<file path="src/rtl/mem_arbiter_pkg.sv">
// Shared bus encodings, tag width and tag-table entry types for the memory arbiter.
package sys_defs;

  localparam logic [1:0] BUS_NONE  = 2'b00;
  localparam logic [1:0] BUS_LOAD  = 2'b01;
  localparam logic [1:0] BUS_STORE = 2'b10;

  localparam int TAG_W = 4;

  typedef enum logic {
    OWN_IC = 1'b0,
    OWN_DC = 1'b1
  } arb_owner_e;

  typedef struct packed {
    logic       valid;
    arb_owner_e owner;
    logic       drop;
  } tag_ent_t;

endpackage

</file>
<file path="src/rtl/mem_arbiter_tag_tbl.sv">
// Tag table: records owner of each in-flight load, marks fetches dropped on flush,
// looks up completions and keeps the outstanding-load count.
module mem_arb_tag_tbl
  import sys_defs::*;
#(
  parameter int TAG_W      = sys_defs::TAG_W,
  parameter int MAX_OUTSTD = 15
) (
  input  logic             clk,
  input  logic             rst,
  input  logic             alloc_en,
  input  logic [TAG_W-1:0] alloc_tag,
  input  arb_owner_e       alloc_owner,
  input  logic             flush,
  input  logic [TAG_W-1:0] cmpl_tag,
  output logic             cmpl_deliver,
  output arb_owner_e       cmpl_owner,
  output logic             full,
  output logic [TAG_W-1:0] outstd_cnt
);

  localparam int DEPTH = 2 ** TAG_W;

  tag_ent_t         tbl [DEPTH];
  tag_ent_t         cmpl_ent;
  logic             cmpl_hit;
  logic [TAG_W-1:0] cnt;

  assign cmpl_ent   = tbl[cmpl_tag];
  assign cmpl_hit   = (cmpl_tag != '0) && cmpl_ent.valid;
  assign cmpl_owner = cmpl_ent.owner;
  // A fetch return landing on the flush edge already belongs to the dead path.
  assign cmpl_deliver = cmpl_hit && !cmpl_ent.drop &&
                        !(flush && (cmpl_ent.owner == OWN_IC));
  assign full       = (cnt == TAG_W'(MAX_OUTSTD));
  assign outstd_cnt = cnt;

  // Allocation wins over completion and flush so a re-used tag keeps its new entry.
  always_ff @(posedge clk or posedge rst) begin
    if (rst) begin
      for (int i = 0; i < DEPTH; i++) tbl[i] <= '0;
      cnt <= '0;
    end else begin
      for (int i = 0; i < DEPTH; i++) begin
        if (alloc_en && (alloc_tag == TAG_W'(i)))
          tbl[i] <= '{valid: 1'b1, owner: alloc_owner, drop: 1'b0};
        else if (cmpl_hit && (cmpl_tag == TAG_W'(i)))
          tbl[i].valid <= 1'b0;
        else if (flush && tbl[i].valid && (tbl[i].owner == OWN_IC))
          tbl[i].drop <= 1'b1;
      end
      if (alloc_en && !cmpl_hit)
        cnt <= cnt + TAG_W'(1);
      else if (!alloc_en && cmpl_hit)
        cnt <= cnt - TAG_W'(1);
    end
  end

  busy_tag_alloc: assert property (@(posedge clk) disable iff (rst)
    (alloc_en && !(cmpl_hit && (cmpl_tag == alloc_tag))) |-> !tbl[alloc_tag].valid);

endmodule

</file>
<file path="src/rtl/mem_arbiter.sv">
// Arbitrates fetch and data requests onto the proc2mem bus and routes tagged returns.
// Define MEM_ARB_RR_EN for round-robin priority; default is fixed dcache priority.
module mem_arbiter
  import sys_defs::*;
#(
  parameter int TAG_W      = sys_defs::TAG_W,
  parameter int MAX_OUTSTD = 15
) (
  input  logic             clk,
  input  logic             rst,
  input  logic             ic_req_vld_i,
  input  logic [63:0]      ic_req_addr_i,
  output logic             ic_req_ack_o,
  output logic [TAG_W-1:0] ic_req_tag_o,
  input  logic             ic_flush_i,
  input  logic             dc_req_vld_i,
  input  logic [1:0]       dc_req_cmd_i,
  input  logic [63:0]      dc_req_addr_i,
  input  logic [63:0]      dc_req_data_i,
  output logic             dc_req_ack_o,
  output logic [TAG_W-1:0] dc_req_tag_o,
  output logic             ic_rsp_vld_o,
  output logic [TAG_W-1:0] ic_rsp_tag_o,
  output logic [63:0]      ic_rsp_data_o,
  output logic             dc_rsp_vld_o,
  output logic [TAG_W-1:0] dc_rsp_tag_o,
  output logic [63:0]      dc_rsp_data_o,
  output logic [1:0]       proc2mem_command_o,
  output logic [63:0]      proc2mem_addr_o,
  output logic [63:0]      proc2mem_data_o,
  input  logic [TAG_W-1:0] mem2proc_response_i,
  input  logic [63:0]      mem2proc_data_i,
  input  logic [TAG_W-1:0] mem2proc_tag_i,
  output logic [TAG_W-1:0] arb_outstd_cnt_o
);

  // Handshake: a client holds valid and its payload until it sees ack; ack is
  // combinational, set only for the cycle the winner's command is accepted by memory.
  logic       full, cmpl_deliver;
  arb_owner_e cmpl_owner, alloc_owner;
  logic       dc_is_load, dc_elig, ic_elig;
  logic       grant_dc, grant_ic, resp_ok, ic_ack, dc_ack, alloc_en;

  assign dc_is_load = (dc_req_cmd_i == BUS_LOAD);
  assign dc_elig    = !rst && dc_req_vld_i && !(dc_is_load && full);
  assign ic_elig    = !rst && ic_req_vld_i && !full;

`ifdef MEM_ARB_RR_EN
  arb_owner_e prio;

  always_comb begin
    grant_dc = 1'b0;
    grant_ic = 1'b0;
    if (prio == OWN_DC) begin
      grant_dc = dc_elig;
      grant_ic = ic_elig && !dc_elig;
    end else begin
      grant_ic = ic_elig;
      grant_dc = dc_elig && !ic_elig;
    end
  end

  always_ff @(posedge clk or posedge rst) begin
    if (rst)         prio <= OWN_DC;
    else if (ic_ack) prio <= OWN_DC;
    else if (dc_ack) prio <= OWN_IC;
  end
`else
  assign grant_dc = dc_elig;
  assign grant_ic = ic_elig && !dc_req_vld_i;
`endif

  always_comb begin
    proc2mem_command_o = BUS_NONE;
    proc2mem_addr_o    = '0;
    proc2mem_data_o    = '0;
    if (grant_dc) begin
      proc2mem_command_o = dc_req_cmd_i;
      proc2mem_addr_o    = dc_req_addr_i;
      proc2mem_data_o    = dc_req_data_i;
    end else if (grant_ic) begin
      proc2mem_command_o = BUS_LOAD;
      proc2mem_addr_o    = ic_req_addr_i;
    end
  end

  assign resp_ok      = (mem2proc_response_i != '0);
  assign ic_ack       = grant_ic && resp_ok;
  assign dc_ack       = grant_dc && resp_ok;
  assign ic_req_ack_o = ic_ack;
  assign dc_req_ack_o = dc_ack;
  assign ic_req_tag_o = mem2proc_response_i;
  assign dc_req_tag_o = mem2proc_response_i;

  // Stores complete on ack and never occupy a table entry.
  assign alloc_en    = ic_ack || (dc_ack && dc_is_load);
  assign alloc_owner = ic_ack ? OWN_IC : OWN_DC;

  mem_arb_tag_tbl #(
    .TAG_W     (TAG_W),
    .MAX_OUTSTD(MAX_OUTSTD)
  ) u_tag_tbl (
    .clk         (clk),
    .rst         (rst),
    .alloc_en    (alloc_en),
    .alloc_tag   (mem2proc_response_i),
    .alloc_owner (alloc_owner),
    .flush       (ic_flush_i),
    .cmpl_tag    (mem2proc_tag_i),
    .cmpl_deliver(cmpl_deliver),
    .cmpl_owner  (cmpl_owner),
    .full        (full),
    .outstd_cnt  (arb_outstd_cnt_o)
  );

  always_ff @(posedge clk or posedge rst) begin
    if (rst) begin
      ic_rsp_vld_o  <= 1'b0;
      ic_rsp_tag_o  <= '0;
      ic_rsp_data_o <= '0;
      dc_rsp_vld_o  <= 1'b0;
      dc_rsp_tag_o  <= '0;
      dc_rsp_data_o <= '0;
    end else begin
      ic_rsp_vld_o <= cmpl_deliver && (cmpl_owner == OWN_IC);
      dc_rsp_vld_o <= cmpl_deliver && (cmpl_owner == OWN_DC);
      if (cmpl_deliver && (cmpl_owner == OWN_IC)) begin
        ic_rsp_tag_o  <= mem2proc_tag_i;
        ic_rsp_data_o <= mem2proc_data_i;
      end
      if (cmpl_deliver && (cmpl_owner == OWN_DC)) begin
        dc_rsp_tag_o  <= mem2proc_tag_i;
        dc_rsp_data_o <= mem2proc_data_i;
      end
    end
  end

endmodule

</file>
<file path="config.mk">
export PLATFORM = sky130hd
export DESIGN_NAME = mem_arbiter
export DESIGN_NICKNAME = d
export VERILOG_FILES = /design/src/rtl/mem_arbiter_pkg.sv /design/src/rtl/mem_arbiter_tag_tbl.sv /design/src/rtl/mem_arbiter.sv
export SDC_FILE = /design/constraint.sdc
export NUM_CORES = 1
export LEC_CHECK = 0
export CAP_MARGIN = 10
export CORE_AREA = 2 2 216 218
export DETAILED_ROUTE_END_ITERATION = 16
export DIE_AREA = 0 0 218 220
export PLACE_DENSITY = 0.54
export SYNTH_ARGS = -nofsm -noshare
export SYNTH_HDL_FRONTEND = slang
export SYNTH_HIERARCHICAL = 1
export SYNTH_SLANG_ARGS = --single-unit
</file>
<file path="constraint.sdc">
create_clock -name clk -period 9.68 [get_ports clk]
set_input_delay 1.936 -clock clk [delete_from_list [all_inputs] [get_ports clk]]
set_output_delay 1.936 -clock clk [all_outputs]
set_load 0.02 [all_outputs]
</file>
* Yosys cells after proc, flatten, opt, wreduce, memory -nomap -nowiden
Index checks and enable logic that the tools add are counted.
** Storage, ports and cells
- Bits of input ports :: 271
- Flip-flop bits (word level) :: 190
- Logic and storage cells :: 358
- Output and inout port bits :: 282
** Operators by class
- Add/subtract/negate cells :: 2
- Reductions and logical operators :: 143
- Bitwise operators :: 18
- $lt $le $gt $ge :: 1
- Equality and inequality tests :: 48
- Mux-type cells :: 91
** Operator list (count)
- two-way mux 64 bit :: 3
- two-way mux 1 bit :: 82
- logical AND 1 bit :: 81
- == test 4 bit (second input constant) :: 17
- nonzero test 2 bit :: 33
- == test 4 x 3 -> 1 bit (second input constant) :: 8
- != test 2 x 1 -> 1 bit (second input constant) :: 16
- AND reduction 2 bit :: 16
- inverter 1 bit :: 17
- == test 4 x 2 -> 1 bit (second input constant) :: 4
- binary-select mux 3 bit (select 4 bit) :: 1
- == test 4 x 1 -> 1 bit (second input constant) :: 2
- logical NOT 1 bit :: 8
- logical NOT 4 bit :: 2
- two-way mux 4 bit :: 2
- nonzero test 4 bit :: 2
- two-way mux 3 bit :: 2
- greater-or-equal comparator 5 bit (second input constant) :: 1
- inverter 4 -> 5 bit :: 1
- adder 4 x 1 -> 4 bit (second input constant) :: 1
- subtractor 4 x 1 -> 4 bit (second input constant) :: 1
- == test 2 x 1 -> 1 bit (second input constant) :: 1
- two-way mux 2 bit :: 1
- logical OR 1 bit :: 1

* Logic depth before layout (Yosys ltp)
- Depth after elaboration :: 11
- Mapped depth :: 14
- Depth with buffers taken out :: 12

* Cells and area by module
Netlist, hierarchy kept.
** By module, submodules not included
- mem_arbiter :: cells an instance 478, times used 1, sequential area each 3453.3 um^2, area each 6493.7 um^2
- mem_arb_tag_tbl :: cells an instance 230, times used 1, sequential area each 1301.2 um^2, area each 2641.3 um^2

* Worst setup path before layout
Ideal clock, no wire load.
- Path kind :: input to output
- Start point :: input rst
- End point :: output ic_req_ack_o
- Data required time :: 7744 ps
- Buffers on the path :: 2
- Data arrival time :: 2908 ps
- Stages on the path :: 4
- Setup slack :: 4836 ps
- Cells stage by stage :: nor4b_2 -> buf_4 -> buf_6 -> nor2b_1
** Between the ends
- Longest elaborated chain between the ends :: 5
** RTL lines
- from (decl) :: RTL line mem_arbiter.sv:10 : input logic rst,
- logical NOT 1 bit (no line)
- logical AND 1 bit (2 in series) :: RTL line mem_arbiter.sv:46 : assign ic_elig = !rst && ic_req_vld_i && !full;
- logical AND 1 bit :: RTL line mem_arbiter.sv:70 : assign grant_ic = ic_elig && !dc_req_vld_i;
- logical AND 1 bit :: RTL line mem_arbiter.sv:88 : assign ic_ack = grant_ic && resp_ok;
- to (decl) :: RTL line mem_arbiter.sv:13 : output logic ic_req_ack_o,
Every way passes these cells.

* Worst setup path in the final report
- Start point :: input rst
- End point :: output proc2mem_addr_o[55]
** Between the ends
- Longest elaborated chain between the ends :: 6
- Elaborated cells between the ends (all ways) :: 8
- Those cells by class :: 2 x mux; 6 x reduce/logical
** RTL lines
- logical NOT 1 bit (no line) (*)
- logical AND 1 bit (2 in series) :: RTL line mem_arbiter.sv:46
- logical AND 1 bit :: RTL line mem_arbiter.sv:70
- two-way mux 64 bit :: RTL line mem_arbiter.sv:81 : end else if (grant_ic) begin
- two-way mux 64 bit (*) :: RTL line mem_arbiter.sv:77 : if (grant_dc) begin
- to (decl) :: RTL line mem_arbiter.sv:29 : output logic [63:0] proc2mem_addr_o,
Mark *: on every way between the ends. The rest lies on a longest branch, timed or not.

==> results.md <==
* Status: finished, final reports clean
* Crit start category: primary input
* Post-detail-place hpwl at 35.7 mm
* Min Tclk post-route at 7.15 ns
* Final ANT Viol Nets at 0
* Clock buffer count from CTS at 17
* Ys Warns at 6
* Die width at 218 um
* Setup CP Type: in -> out
* IO Pins at 553
* Net Count, Synth at a little under 1k
* Synth Flop Type: dfrtp_1
* Post-CTS Setup Inserts at 0
* Hold buffers post-CTS at 0
* CTS tree: yes
* Max Slew Vio Count at 0
* Most frequent cells in the layout: clkdlybuf4s50_1 (552), dfrtp_1 (190), mux2_2 (154)
* Nets@finish at 1500
* First-pass GRT wire length at 63.2 mm
* Final Wtd Congestion at 0.974
* Vias in the first global route at 8494
* Maximum vdd drop at 0.146 mV
* # DRC at 0
* Placed cells at approximately 1.8k
* Core Util, Final at 34.3%
* Via Count at 8171
* Total of max-cap violations at 0
* Mapped cell area at 0.00914 sq mm
* CTS Root Cell: clkbuf_16
* Clock Path Buffers at 2
* Clock slew at reported path FFs at 0.07 ns
* Non-filler instance count after layout at around 1.8k
* Syn Area/Cell at roughly 13 sq um
* Final setup violation count at 0
* EDFF count, synth at 0
* Max-slew headroom at 17.9%
* Hold Vio Cnt, Final at 0
* CTS sink count at 190
* DRT Wirelength at 45.0 mm
* Leakage power at around 6.4 nW
* CP arrival at between 5 and 6 ns
* Synthesized flop and latch total at 190
* Largest net degree at the start of global routing at 130
* Rows at around 80
* Die area at 0.0480 sq mm
* IO buf count at around 550
* Layout cells sized above 1 at between 10% and 20%
* Most common cell after layout, fill and taps aside: clkdlybuf4s50_1
* TritonRoute pass-1 iters at 5
* Initial antenna violation count at 3
* Number of gates resized after cts at 0
* Ys async rst share at 100%
* Clk_skew at 0.0170 ns
* Gr ovfl total at 0
* Hold WC Path Type: reg -> reg
* Via density at 4.43
* Worst path required time at 7.74 ns
* # H-tree levels at 4
* DP Area at 0.0151 sq mm
* Count of different cell masters after synthesis at 45
* Pwr/cell area at 234 mW/mm^2
* Worst Setup End Kind: output port
* Post-Synthesis Cells at 708
* RSZ-0062 raised after global routing: false
* Least-Margin Pin Slew at 1.23 ns
* Worst-path maximum fanout at 78
* Core ar. at between 0.04 and 0.05 sq mm
* P&R area growth vs syn at 72.4%
* Die Ht at 220 um
* Initial core utilization at 19.9%
* Setup TNS at 0 ns
* Tcrit/Tclk final at 73.9%
* Sequential area share after synthesis at 52.0%
* Peak Freq at 140 MHz
* Final instance area at 0.0157 sq mm
* Drt wl/cell at 24.4 um
* Gr usage total at a little under a fifth
* Clock Latency Late Sink at 0.45 ns
* Starting DRT DRC Count at 540
## cell usage after synthesis, types with 6 or more instances
| library cell | instances | area, sq um |
|---|---|---|
| a32o_1 | 64 | 641 |
| and3_1 | 64 | 400 |
| buf_2 | 28 | 140 |
| buf_4 | 15 | 113 |
| buf_6 | 7 | 78.8 |
| clkbuf_1 | 15 | 56.3 |
| dfrtp_1 | 190 | 4750 |
| mux2_2 | 154 | 1730 |
| mux4_2 | 9 | 203 |
| nand2_1 | 14 | 52.6 |
| nand2b_1 | 10 | 62.6 |
| nand3b_1 | 6 | 45.0 |
| nor2_1 | 33 | 124 |
| nor2b_1 | 7 | 43.8 |
| nor3b_1 | 16 | 120 |
| o21a_1 | 6 | 45.0 |
| o21ai_0 | 25 | 125 |
## worst max-delay path, stage by stage
cell and delay (ns):
clkdlybuf4s50_1 0.66, and2b_4 0.82, buf_4 0.69, a32o_1 0.39, clkdlybuf4s50_1 0.67
## registers in the layout, summed over array words and instances, names as in the netlist
register              flops
u_tag_tbl/outstd_cnt      4
dc_rsp_data_o            64
u_tag_tbl/tbl            48
ic_rsp_vld_o              1
dc_rsp_tag_o              4
ic_rsp_data_o            64
ic_rsp_tag_o              4
dc_rsp_vld_o              1
## logic make-up after synthesis
logic type / after synthesis / share of synthesized area [%]
buffers and inverters: 71 / 4.49
AOI/OAI and AO/OA: 104 / 9.77
xor gates and xnor gates: 4 / 0.384
and+or+nand+nor: 168 / 10.6
DFF: 190 / 52.0
adders and majority gates: 4 / 0.630
muxes: 167 / 22.1
## cell type report
class / instances / area [sq um]
inverter: 5 / 23.8
antenna: 2 / 5.00
clock inverter: 11 / 131
fill: 4580 / 30100
clock buffer: 20 / 447
tap: 607 / 759
multi-input combinational: 447 / 4000
sequential: 190 / 4750
timing repair buffer: 564 / 5630
## report_power, final
part / total (mW) / switching (mW) / leakage [nW] / internal, mW
Sequential: 1.30 / 0.177 / 2.36 / 1.12
Combinational: 1.69 / 0.792 / 3.77 / 0.900
Clock: 0.699 / 0.309 / 0.286 / 0.390
Total: 3.69 / 1.28 / 6.42 / 2.41
## through the flow
| stage | total power [mW] | setup WS (ns) | hold WS, ns |
|---|---|---|---|
| 2_1_floorplan | 2.11 | 4.05 | 0.435 |
| 3_3_place_gp | 3.00 | 2.57 | 0.451 |
| 3_5_place_dp | 3.02 | 2.53 | 0.453 |
| 4_1_cts | 3.74 | 2.53 | 0.475 |
| 5_1_grt | 3.89 | 2.40 | 0.512 |
| 6_report | 3.69 | 2.53 | 0.479 |
## worst paths after layout
path / start / endpoint / slack [ns] / cells after the start
worst min register to register: u_tag_tbl/tbl[47]$_DFFE_PP0P_ / u_tag_tbl/tbl[47]$_DFFE_PP0P_ / 0.48 / 1
min in group asynchronous: rst / u_tag_tbl/outstd_cnt[2]$_DFFE_PP0P_ / 2.14 / 2
max in group asynchronous: rst / ic_rsp_data_o[29]$_DFFE_PP0P_ / 6.02 / 3
worst min-delay path: u_tag_tbl/tbl[47]$_DFFE_PP0P_ / u_tag_tbl/tbl[47]$_DFFE_PP0P_ / 0.48 / 1
worst max register to register: u_tag_tbl/tbl[39]$_DFFE_PP0P_ / ic_rsp_data_o[2]$_DFFE_PP0P_ / 6.60 / 7
worst max-delay path: rst / proc2mem_addr_o[55] / 2.53 / 5
## routing by layer
metal  up-vias  wire length (um)  track usage, %
li1       3684                 -               -
met2       364             21400            30.5
met5         -                 0               0
met3        21              4310            6.79
met1      4102             18900            22.9
met4         0               416            3.72
Power figures use the tool's default switching activity.
